[src/rtl/cpu_rf_wb_arbiter_pkg.sv]
// ----------------------------------------------------------------------------
// pkg_cpu_typedefs
// Shared types for the register-file write-back arbiter.
//   RF_ADDR_W / RF_DATA_W : default register-bank geometry (32 x 32 bit)
//   gnt_sel_e             : which requester owns the write port this cycle
//   wr_req_t              : one write request (valid, addr, data)
//   other_req()           : the requester that is not the argument
// The optional round-robin arbitration is enabled by CPU_RF_WB_ARB_RR_EN.
// ----------------------------------------------------------------------------
package pkg_cpu_typedefs;

    localparam int RF_ADDR_W = 5;
    localparam int RF_DATA_W = 32;

    typedef enum logic {
        GNT_REQ0 = 1'b0,
        GNT_REQ1 = 1'b1
    } gnt_sel_e;

    // Sized for the default bank geometry.
    typedef struct packed {
        logic                 valid;
        logic [RF_ADDR_W-1:0] addr;
        logic [RF_DATA_W-1:0] data;
    } wr_req_t;

    function automatic gnt_sel_e other_req(input gnt_sel_e g);
        return (g == GNT_REQ0) ? GNT_REQ1 : GNT_REQ0;
    endfunction

endpackage

[src/rtl/cpu_rf_wb_arbiter_scoreboard.sv]
// ----------------------------------------------------------------------------
// cpu_rf_scoreboard
// Tracks registers that have an outstanding load-unit write.
//   clk_i, rst_ni          : clock, async active-low reset
//   set_v_i / set_addr_i   : mark a destination pending (x0 ignored)
//   clr_v_i / clr_addr_i   : retire a pending destination
//   rs1_i / rs2_i          : read addresses to look up
//   haz1_o / haz2_o        : combinational pending lookup for rs1 / rs2
//   pend_mask_o            : one bit per register, registered
// ----------------------------------------------------------------------------
module cpu_rf_scoreboard #(
    parameter int ADDR_WIDTH = 5
) (
    input  logic                       clk_i,
    input  logic                       rst_ni,
    input  logic                       set_v_i,
    input  logic [ADDR_WIDTH-1:0]      set_addr_i,
    input  logic                       clr_v_i,
    input  logic [ADDR_WIDTH-1:0]      clr_addr_i,
    input  logic [ADDR_WIDTH-1:0]      rs1_i,
    input  logic [ADDR_WIDTH-1:0]      rs2_i,
    output logic                       haz1_o,
    output logic                       haz2_o,
    output logic [(2**ADDR_WIDTH)-1:0] pend_mask_o
);

    localparam int NREG = 2**ADDR_WIDTH;

    logic [NREG-1:0] pend_q, pend_d;
    logic [NREG-1:0] set_1h, clr_1h;

    // Clear is applied before set so a same-cycle set/clear of one bit
    // leaves it pending (the new issue is younger than the retiring write).
    always_comb begin
        set_1h = '0;
        clr_1h = '0;
        if (set_v_i && (set_addr_i != '0)) set_1h[set_addr_i] = 1'b1;
        if (clr_v_i)                       clr_1h[clr_addr_i] = 1'b1;
        pend_d = (pend_q & ~clr_1h) | set_1h;
    end

    always_ff @(posedge clk_i or negedge rst_ni) begin
        if (!rst_ni) pend_q <= '0;
        else         pend_q <= pend_d;
    end

    assign haz1_o      = (rs1_i != '0) && pend_q[rs1_i];
    assign haz2_o      = (rs2_i != '0) && pend_q[rs2_i];
    assign pend_mask_o = pend_q;

endmodule

[src/rtl/cpu_rf_wb_arbiter.sv]
// ----------------------------------------------------------------------------
// cpu_rf_wb_arbiter
// Arbitrates two write-back requesters onto one registered register-bank
// write port and tracks pending load-unit destinations.
//   clk, rst_n                 : clock, async active-low reset
//   req0_*                     : execute-pipe write request (v/rdy/addr/data)
//   req1_*                     : load/multicycle-unit write request
//   stall                      : blocks all grants
//   iss_v / iss_addr           : load issue, marks destination pending
//   rs1 / rs2, haz1 / haz2     : pending-write hazard lookup
//   pend_mask                  : outstanding load-unit writes
//   wen3 / a3 / wd3            : registered bank write port
// Build option CPU_RF_WB_ARB_RR_EN: round-robin between requesters when both
// are valid; otherwise requester 0 has fixed priority.
//
// Handshake: a transfer on requester i happens in a cycle where reqi_v and
// reqi_rdy are both high. rdy is combinational, never high without v, and at
// most one rdy is high per cycle. Requesters must hold v/addr/data until the
// transfer.
// ----------------------------------------------------------------------------
module cpu_rf_wb_arbiter
    import pkg_cpu_typedefs::*;
#(
    parameter int ADDR_WIDTH = RF_ADDR_W,
    parameter int DATA_WIDTH = RF_DATA_W
) (
    input  logic                       clk,
    input  logic                       rst_n,
    input  logic                       req0_v,
    output logic                       req0_rdy,
    input  logic [ADDR_WIDTH-1:0]      req0_addr,
    input  logic [DATA_WIDTH-1:0]      req0_data,
    input  logic                       req1_v,
    output logic                       req1_rdy,
    input  logic [ADDR_WIDTH-1:0]      req1_addr,
    input  logic [DATA_WIDTH-1:0]      req1_data,
    input  logic                       stall,
    input  logic                       iss_v,
    input  logic [ADDR_WIDTH-1:0]      iss_addr,
    input  logic [ADDR_WIDTH-1:0]      rs1,
    input  logic [ADDR_WIDTH-1:0]      rs2,
    output logic                       haz1,
    output logic                       haz2,
    output logic [(2**ADDR_WIDTH)-1:0] pend_mask,
    output logic                       wen3,
    output logic [ADDR_WIDTH-1:0]      a3,
    output logic [DATA_WIDTH-1:0]      wd3
);

    gnt_sel_e gnt;
    gnt_sel_e both_sel;   // winner when both requesters are valid
    logic     hs0, hs1;
    wr_req_t  sel_req;

    logic                  wen3_q, wen3_d;
    logic [ADDR_WIDTH-1:0] a3_q,   a3_d;
    logic [DATA_WIDTH-1:0] wd3_q,  wd3_d;

`ifdef CPU_RF_WB_ARB_RR_EN
    gnt_sel_e ptr_q, ptr_d;

    // Pointer moves to the other requester only on an actual transfer, so a
    // stalled or idle cycle never changes fairness.
    always_comb begin
        ptr_d = ptr_q;
        if (hs0 || hs1) ptr_d = other_req(gnt);
    end

    always_ff @(posedge clk or negedge rst_n) begin
        if (!rst_n) ptr_q <= GNT_REQ0;
        else        ptr_q <= ptr_d;
    end

    assign both_sel = ptr_q;
`else
    assign both_sel = GNT_REQ0;
`endif

    always_comb begin
        gnt = GNT_REQ0;
        if (req0_v && req1_v) gnt = both_sel;
        else if (req1_v)      gnt = GNT_REQ1;
    end

    assign req0_rdy = !stall && req0_v && (gnt == GNT_REQ0);
    assign req1_rdy = !stall && req1_v && (gnt == GNT_REQ1);
    assign hs0      = req0_rdy;
    assign hs1      = req1_rdy;

    always_comb begin
        sel_req.valid = hs0 || hs1;
        sel_req.addr  = (gnt == GNT_REQ1) ? req1_addr : req0_addr;
        sel_req.data  = (gnt == GNT_REQ1) ? req1_data : req0_data;
    end

    // An x0 transfer is consumed but never raises the write enable.
    always_comb begin
        wen3_d = sel_req.valid && (sel_req.addr != '0);
        a3_d   = sel_req.valid ? sel_req.addr : a3_q;
        wd3_d  = sel_req.valid ? sel_req.data : wd3_q;
    end

    always_ff @(posedge clk or negedge rst_n) begin
        if (!rst_n) begin
            wen3_q <= 1'b0;
            a3_q   <= '0;
            wd3_q  <= '0;
        end else begin
            wen3_q <= wen3_d;
            a3_q   <= a3_d;
            wd3_q  <= wd3_d;
        end
    end

    assign wen3 = wen3_q;
    assign a3   = a3_q;
    assign wd3  = wd3_q;

    cpu_rf_scoreboard #(
        .ADDR_WIDTH (ADDR_WIDTH)
    ) u_scoreboard (
        .clk_i       (clk),
        .rst_ni      (rst_n),
        .set_v_i     (iss_v),
        .set_addr_i  (iss_addr),
        .clr_v_i     (hs1),
        .clr_addr_i  (req1_addr),
        .rs1_i       (rs1),
        .rs2_i       (rs2),
        .haz1_o      (haz1),
        .haz2_o      (haz2),
        .pend_mask_o (pend_mask)
    );

endmodule

[config.mk]
export PLATFORM = sky130hd
export DESIGN_NAME = cpu_rf_wb_arbiter
export DESIGN_NICKNAME = d
export VERILOG_FILES = /design/src/rtl/cpu_rf_wb_arbiter_pkg.sv /design/src/rtl/cpu_rf_wb_arbiter_scoreboard.sv /design/src/rtl/cpu_rf_wb_arbiter.sv
export SDC_FILE = /design/constraint.sdc
export NUM_CORES = 1
export LEC_CHECK = 0
export ABC_AREA = 1
export CORE_UTILIZATION = 44
export CTS_CLUSTER_DIAMETER = 30
export DETAILED_ROUTE_END_ITERATION = 10
export GPL_TIMING_DRIVEN = 0
export PLACE_DENSITY = 0.8
export SYNTH_ARGS = -nofsm -noshare
export SYNTH_HDL_FRONTEND = slang
export SYNTH_HIERARCHICAL = 1
export SYNTH_SLANG_ARGS = --single-unit
export TNS_END_PERCENT = 100
[constraint.sdc]
create_clock -name clk -period 1.5 [get_ports clk]
set_clock_uncertainty 0.2 [all_clocks]
set_input_delay 0.15 -clock clk [delete_from_list [all_inputs] [get_ports clk]]
set_output_delay 0.15 -clock clk [all_outputs]
set_load 0.02 [all_outputs]
# Yosys cells after proc, flatten, opt, wreduce, memory -nomap -nowiden
# Cells that the tools add are included.
dict set report totals {
  regBits 70
  inputBits 95
  out_inout_bits 74
  elab_cells 45
}
dict set report op_classes {
  n_lt_le_gt_ge 6
  muxes 14
  n_bitwise 4
  reduce_logical 17
}
# cell count
set op_table {}
lappend op_table {{$mux 32} 3}
lappend op_table {{$and 32x32->32} 1}
lappend op_table {{$not 32->32} 1}
lappend op_table {{$or 32x32->32} 1}
lappend op_table {{$lt 5x6->1 const B} 4}
lappend op_table {{$reduce_bool 5->1} 4}
lappend op_table {{$logic_and 1x1->1} 11}
lappend op_table {{$bmux 1 s5} 2}
lappend op_table {{$demux 1 s5} 2}
lappend op_table {{$ge 5x1->1 const B} 2}
lappend op_table {{$mux 1} 6}
lappend op_table {{$mux 5} 1}
lappend op_table {{$logic_not 1->1} 1}
lappend op_table {{$logic_or 1x1->1} 1}
lappend op_table {{$not 1->1} 1}

# Depth between registers and ports, before layout
dict set report depth {
  word_depth 8
  mapped_depth 12
  ltp_nobuf 10
}

# Cells and area by module
# The synthesis kept the hierarchy.
# module n_inst cells_each area_per_inst_um2 seq_area_each_um2
set modules_own_cells {}
lappend modules_own_cells {cpu_rf_scoreboard 1 326 2137.0 800.8}
lappend modules_own_cells {cpu_rf_wb_arbiter 1 253 1984.4 950.9}

# Worst setup path after synthesis
# OpenSTA, ideal clock, no wires.
dict set report synth_path {
  path_kind {input to register}
  from {input port req0_v}
  to {register u_scoreboard.pend_q[10], in the netlist u_scoreboard/pend_mask_o[10]}
  setup_ps 127
  arrival_ps 1474
  required_time_ps 1173
  slack_ps -300
  path_stages 7
  path_buffers 1
  cell_sequence {inv_2 -> nand2_2 -> clkbuf_1 -> nor2_1 -> nand3_1 -> o21ai_1 -> o21ai_1}
}
dict set report synth_via {
  elab_chain_len 7
}
# item line_no
set synth_rtl {}
lappend synth_rtl {{from (decl)} cpu_rf_wb_arbiter.sv:29} ;# input logic req0_v,
lappend synth_rtl {{$logic_and 1x1->1} cpu_rf_wb_arbiter.sv:81} ;# if (req0_v && req1_v) gnt = both_sel;
lappend synth_rtl {{$mux 1} cpu_rf_wb_arbiter.sv:81}
lappend synth_rtl {{$logic_and 1x1->1} cpu_rf_wb_arbiter.sv:86} ;# assign req1_rdy = !stall && req1_v && (gnt == GNT_REQ1);
lappend synth_rtl {{named net req1_rdy} cpu_rf_wb_arbiter.sv:34} ;# output logic req1_rdy,
lappend synth_rtl {{$mux 32} cpu_rf_wb_arbiter_scoreboard.sv:38} ;# if (clr_v_i) clr_1h[clr_addr_i] = 1'b1;
lappend synth_rtl {{$not 32->32} cpu_rf_wb_arbiter_scoreboard.sv:39} ;# pend_d = (pend_q & ~clr_1h) | set_1h;
lappend synth_rtl {{$and 32x32->32} cpu_rf_wb_arbiter_scoreboard.sv:39}
lappend synth_rtl {{$or 32x32->32} cpu_rf_wb_arbiter_scoreboard.sv:39}
lappend synth_rtl {{named net u_scoreboard.pend_d[10]} cpu_rf_wb_arbiter_scoreboard.sv:29} ;# logic [NREG-1:0] pend_q, pend_d;
lappend synth_rtl {{to (signal assigned)} cpu_rf_wb_arbiter_scoreboard.sv:44} ;# else pend_q <= pend_d;
lappend synth_rtl {{to (decl)} cpu_rf_wb_arbiter_scoreboard.sv:29}
# The timed path passes the listed nets, and every way through them passes these cells.
# A chain may end at the register's enable or synchronous reset.

# Worst setup path in the final report
dict set report layout_path {
  from {register u_scoreboard.pend_q[20], in the netlist u_scoreboard/pend_mask_o[20]}
  to {output port haz2}
}
dict set report layout_via {
  elab_chain_len 3
}
# item line_no
set layout_rtl {}
lappend layout_rtl {{$bmux 1 s5} cpu_rf_wb_arbiter_scoreboard.sv:48} ;# assign haz2_o = (rs2_i != '0) && pend_q[rs2_i];
lappend layout_rtl {{$mux 1 (not written as such)} cpu_rf_wb_arbiter_scoreboard.sv:48}
lappend layout_rtl {{$logic_and 1x1->1} cpu_rf_wb_arbiter_scoreboard.sv:48}
lappend layout_rtl {{to (decl)} cpu_rf_wb_arbiter.sv:43} ;# output logic haz2,
# No other way between the ends. The select of a mux whose other input is x is not followed.

==> qor.csv <==
metric,value,unit
syn_nets,674,
place_inst,851,
maxSlewViolCount,0,
place.gp.congestion,0.9615,
cts_buffers,9,
multi_input_area,0.001928,sq mm
clock-sinks,70,
via_count,4683,
cts_tree,done,
coreArea,0.008891,sq mm
yosys.area_share.simple,0.2602,
cts_buffer_depth,2,
grt_use_total,0.2988,
crit_fanout,2,
hold_violations,0,
crit_family,simple AND/OR/NAND/NOR gates,
die_h,98.78,microns
die_w,98.78,microns
antenna_left,0,
vias_per_cell,5.227,
wl_per_cell,15.67,microns
p_leak,3.208,nW
ir_worst_vdd,0.4821,mV
clock_power_share,0.232,
grt_setup_unrepaired,true,
critPathSlowestCell,dfrtp_1,
combPwrFrac,0.397,
power,6.800,mW
switching_power,2.554,mW
status,"finished, violations left",
timing.fmax,531.6,MHz
start_util,0.4636,
path_clk_slew,0.08,ns
worst_path_most_repeated_cell,nand2_1,
rows,34,
drt_iter0_drc,371,
yosys.area_share.adder,0,
tightest_slew,0.8739,ns
synth-compound-area-share,0.1849,
fillCellCount,769,
p_seq_frac,0.371,
dp_hpwl,10.58,mm
fin_util,0.7164,
crit_path_end_kind,output pin,
grt_pass1_wl,22.78,mm
slowest_delay,0.38,ns
hold_class,in2reg,
globalRouteOverflowTotal,0,
syn_area_per_cell,7.118,sq um
insertion_delay,0.35,ns
cts_root_buffer,clkbuf_8,
switching_share,0.3756,
finalCriticalPeriod,1.881,ns
first_pass_iters,5,
final_cells,896,
synth_warnings,6,
setup_violations,4,
layout-drive-gt1-share,0.1701,
finalWirelength,14.04,mm
arrival,1.53,ns
grt_max_degree,71,
syn_to_final_growth,54.55,%
path_class,reg2out,
worst_setup_path_start_kind,flop,
cap_violations,0,
power_density,1068,mW/mm^2
nets,878,
io_buffers,164,
synthCells,579,
grt_pass1_vias,4577,
maxSlewHeadroom,0.4174,
io_pins,169,
synth-xor-area-share,0,
required,1.15,ns
p_int,4.246,mW
die-area,0.009757,sq mm
post-route-period-util,1.254,
cp_cell_sequence,"inv_2, buf_4, nand2_2, nand3_1, nand2_1, nand2_1, nand2_1, inv_1, nand2_1, nand2_1, nand2_1, buf_6",
antenna_cells,0,
ys_seq_area_frac,0.4250,
syn_area,0.004121,sq mm
regArea,0.001752,sq mm
failed_checks,setup timing,
synth_top_family_by_area,simple AND/OR/NAND/NOR gates,
crit_buf_inv,4,
yosysUniqueCellTypes,21,
antenna_found_initial,0,
ys_seq_elements,70,
drc_errors,0,
yosys-mux-area-fraction,0,
fin_ws,-0.3811,ns
htree_levels,3,
-- Yosys cell counts, drive strengths merged --
cell    count  area share
a21oi       1      0.0021
a31oi       2      0.0030
buf        15       0.036
clkbuf      8      0.0076
clkinv      2      0.0018
dfrtp      70        0.43
inv        91       0.084
nand2     175        0.16
nand3      68       0.085
nand3b      1      0.0018
nor2       12       0.011
nor3        1      0.0012
o21ai     133        0.18
-- routing by layer --
| metal | up-vias | wire (microns) | GRT usage |
|---|---|---|---|
| li1 | 2260 | - | - |
| met1 | 2181 | 5493 | 0.3570 |
| met2 | 218 | 7067 | 0.5256 |
| met3 | 24 | 1231 | 0.06950 |
| met4 | 0 | 252 | 0.1079 |
| met5 | - | 0 | 0 |
-- worst register-to-register path: cells and delay by family, from the launching register on --
kind	cells	cell delay, ns
AO/OA/AOI/OAI	2	0.15
buffers and inverters	2	0.28
flip-flops	1	0.41
-- power groups by stage --
stage	sequential [mW]	combinational, mW	clock (mW)
after floorplan	2.93	0.899	0
after global placement	2.57	2.56	0
after detailed placement	2.58	2.61	0
after CTS	2.51	2.55	1.60
after global routing	2.57	2.92	1.67
final	2.52	2.70	1.57
-- timing repair --
action,CTS,global route
buffers inserted,19,10
hold buffers,1,0
setup endpoints to repair,120,46
hold endpoints to repair,70,0
pin swaps,11,12
gates resized for setup,125,36
-- cells in the final DEF (no fill, tap or decap) --
cell	n
clkinvlp_4	2
inv_2	15
o21ai_0	40
clkinv_1	2
nand3_4	4
o21ai_1	72
nand3_1	59
nand3_2	5
nor3_1	1
buf_4	26
buf_6	22
buf_2	7
nand2_1	167
clkbuf_8	11
nand2_2	7
inv_6	2
inv_4	2
clkbuf_2	2
a31oi_1	2
dlygate4sd3_1	1
dlygate4sd2_1	62
buf_12	2
inv_1	74
nor2_4	1
clkinv_2	1
nor2_1	11
clkdlybuf4s50_1	87
o21ai_2	21
a21oi_2	1
clkbuf_1	5
nand2_4	1
bufinv_16	1
nand3b_1	1
clkdlybuf4s15_2	1
dfrtp_1	70
-- state kept, by name, indices dropped and copies added (netlist names) --
signal and count:
wen3 1, a3 5, wd3 32, u_scoreboard/pend_mask_o 32
-- logic make-up after synthesis --
group | Yosys count
AOI/OAI and AO/OA | 136
buffers and inverters | 116
and+or+nand+nor | 257
DFF | 70
-- worst paths after layout --
| path | from | to | slack (ns) | cells after the start |
|---|---|---|---|---|
| min in group asynchronous | rst_n | wd3[17] | 0.26 | 2 |
| max | u_scoreboard/pend_mask_o[20] | haz2 | -0.38 | 12 |
| max in group asynchronous | rst_n | u_scoreboard/pend_mask_o[4] | 0.24 | 2 |
| min | req1_v | a3[3] | 0.19 | 4 |
| max reg2reg | u_scoreboard/pend_mask_o[21] | u_scoreboard/pend_mask_o[21] | 0.35 | 4 |
| min reg2reg | wd3[9] | wd3[9] | 0.28 | 2 |
-- final cells by class --
type                    count  area share
clock inverters             6     0.01061
well taps                 108     0.02121
inverters                  93     0.05559
flip-flops and latches     70      0.2750
clock buffers              10     0.02161
repair buffers            193      0.2830
plain buffers              23     0.03025
multi-input cells         393      0.3027
-- per-stage QoR --
stage / worst slack, ns / hold WS, ns / instance area, sq um / TNS [ns]
finish: -0.3811 / 0.1945 / 6370 / -0.7518
global route: -0.5155 / 0.2524 / 6370 / -1.116
CTS: -0.3203 / 0.1790 / 6250 / -0.6387
detailed placement: -0.8207 / 0.1110 / 5903 / -41.51
global placement: -2.180 / 0.2678 / 5906 / -191.89
floorplan: -0.02394 / -0.3456 / 4129 / -0.6581
No activity file was read; power rests on OpenSTA's default activity.
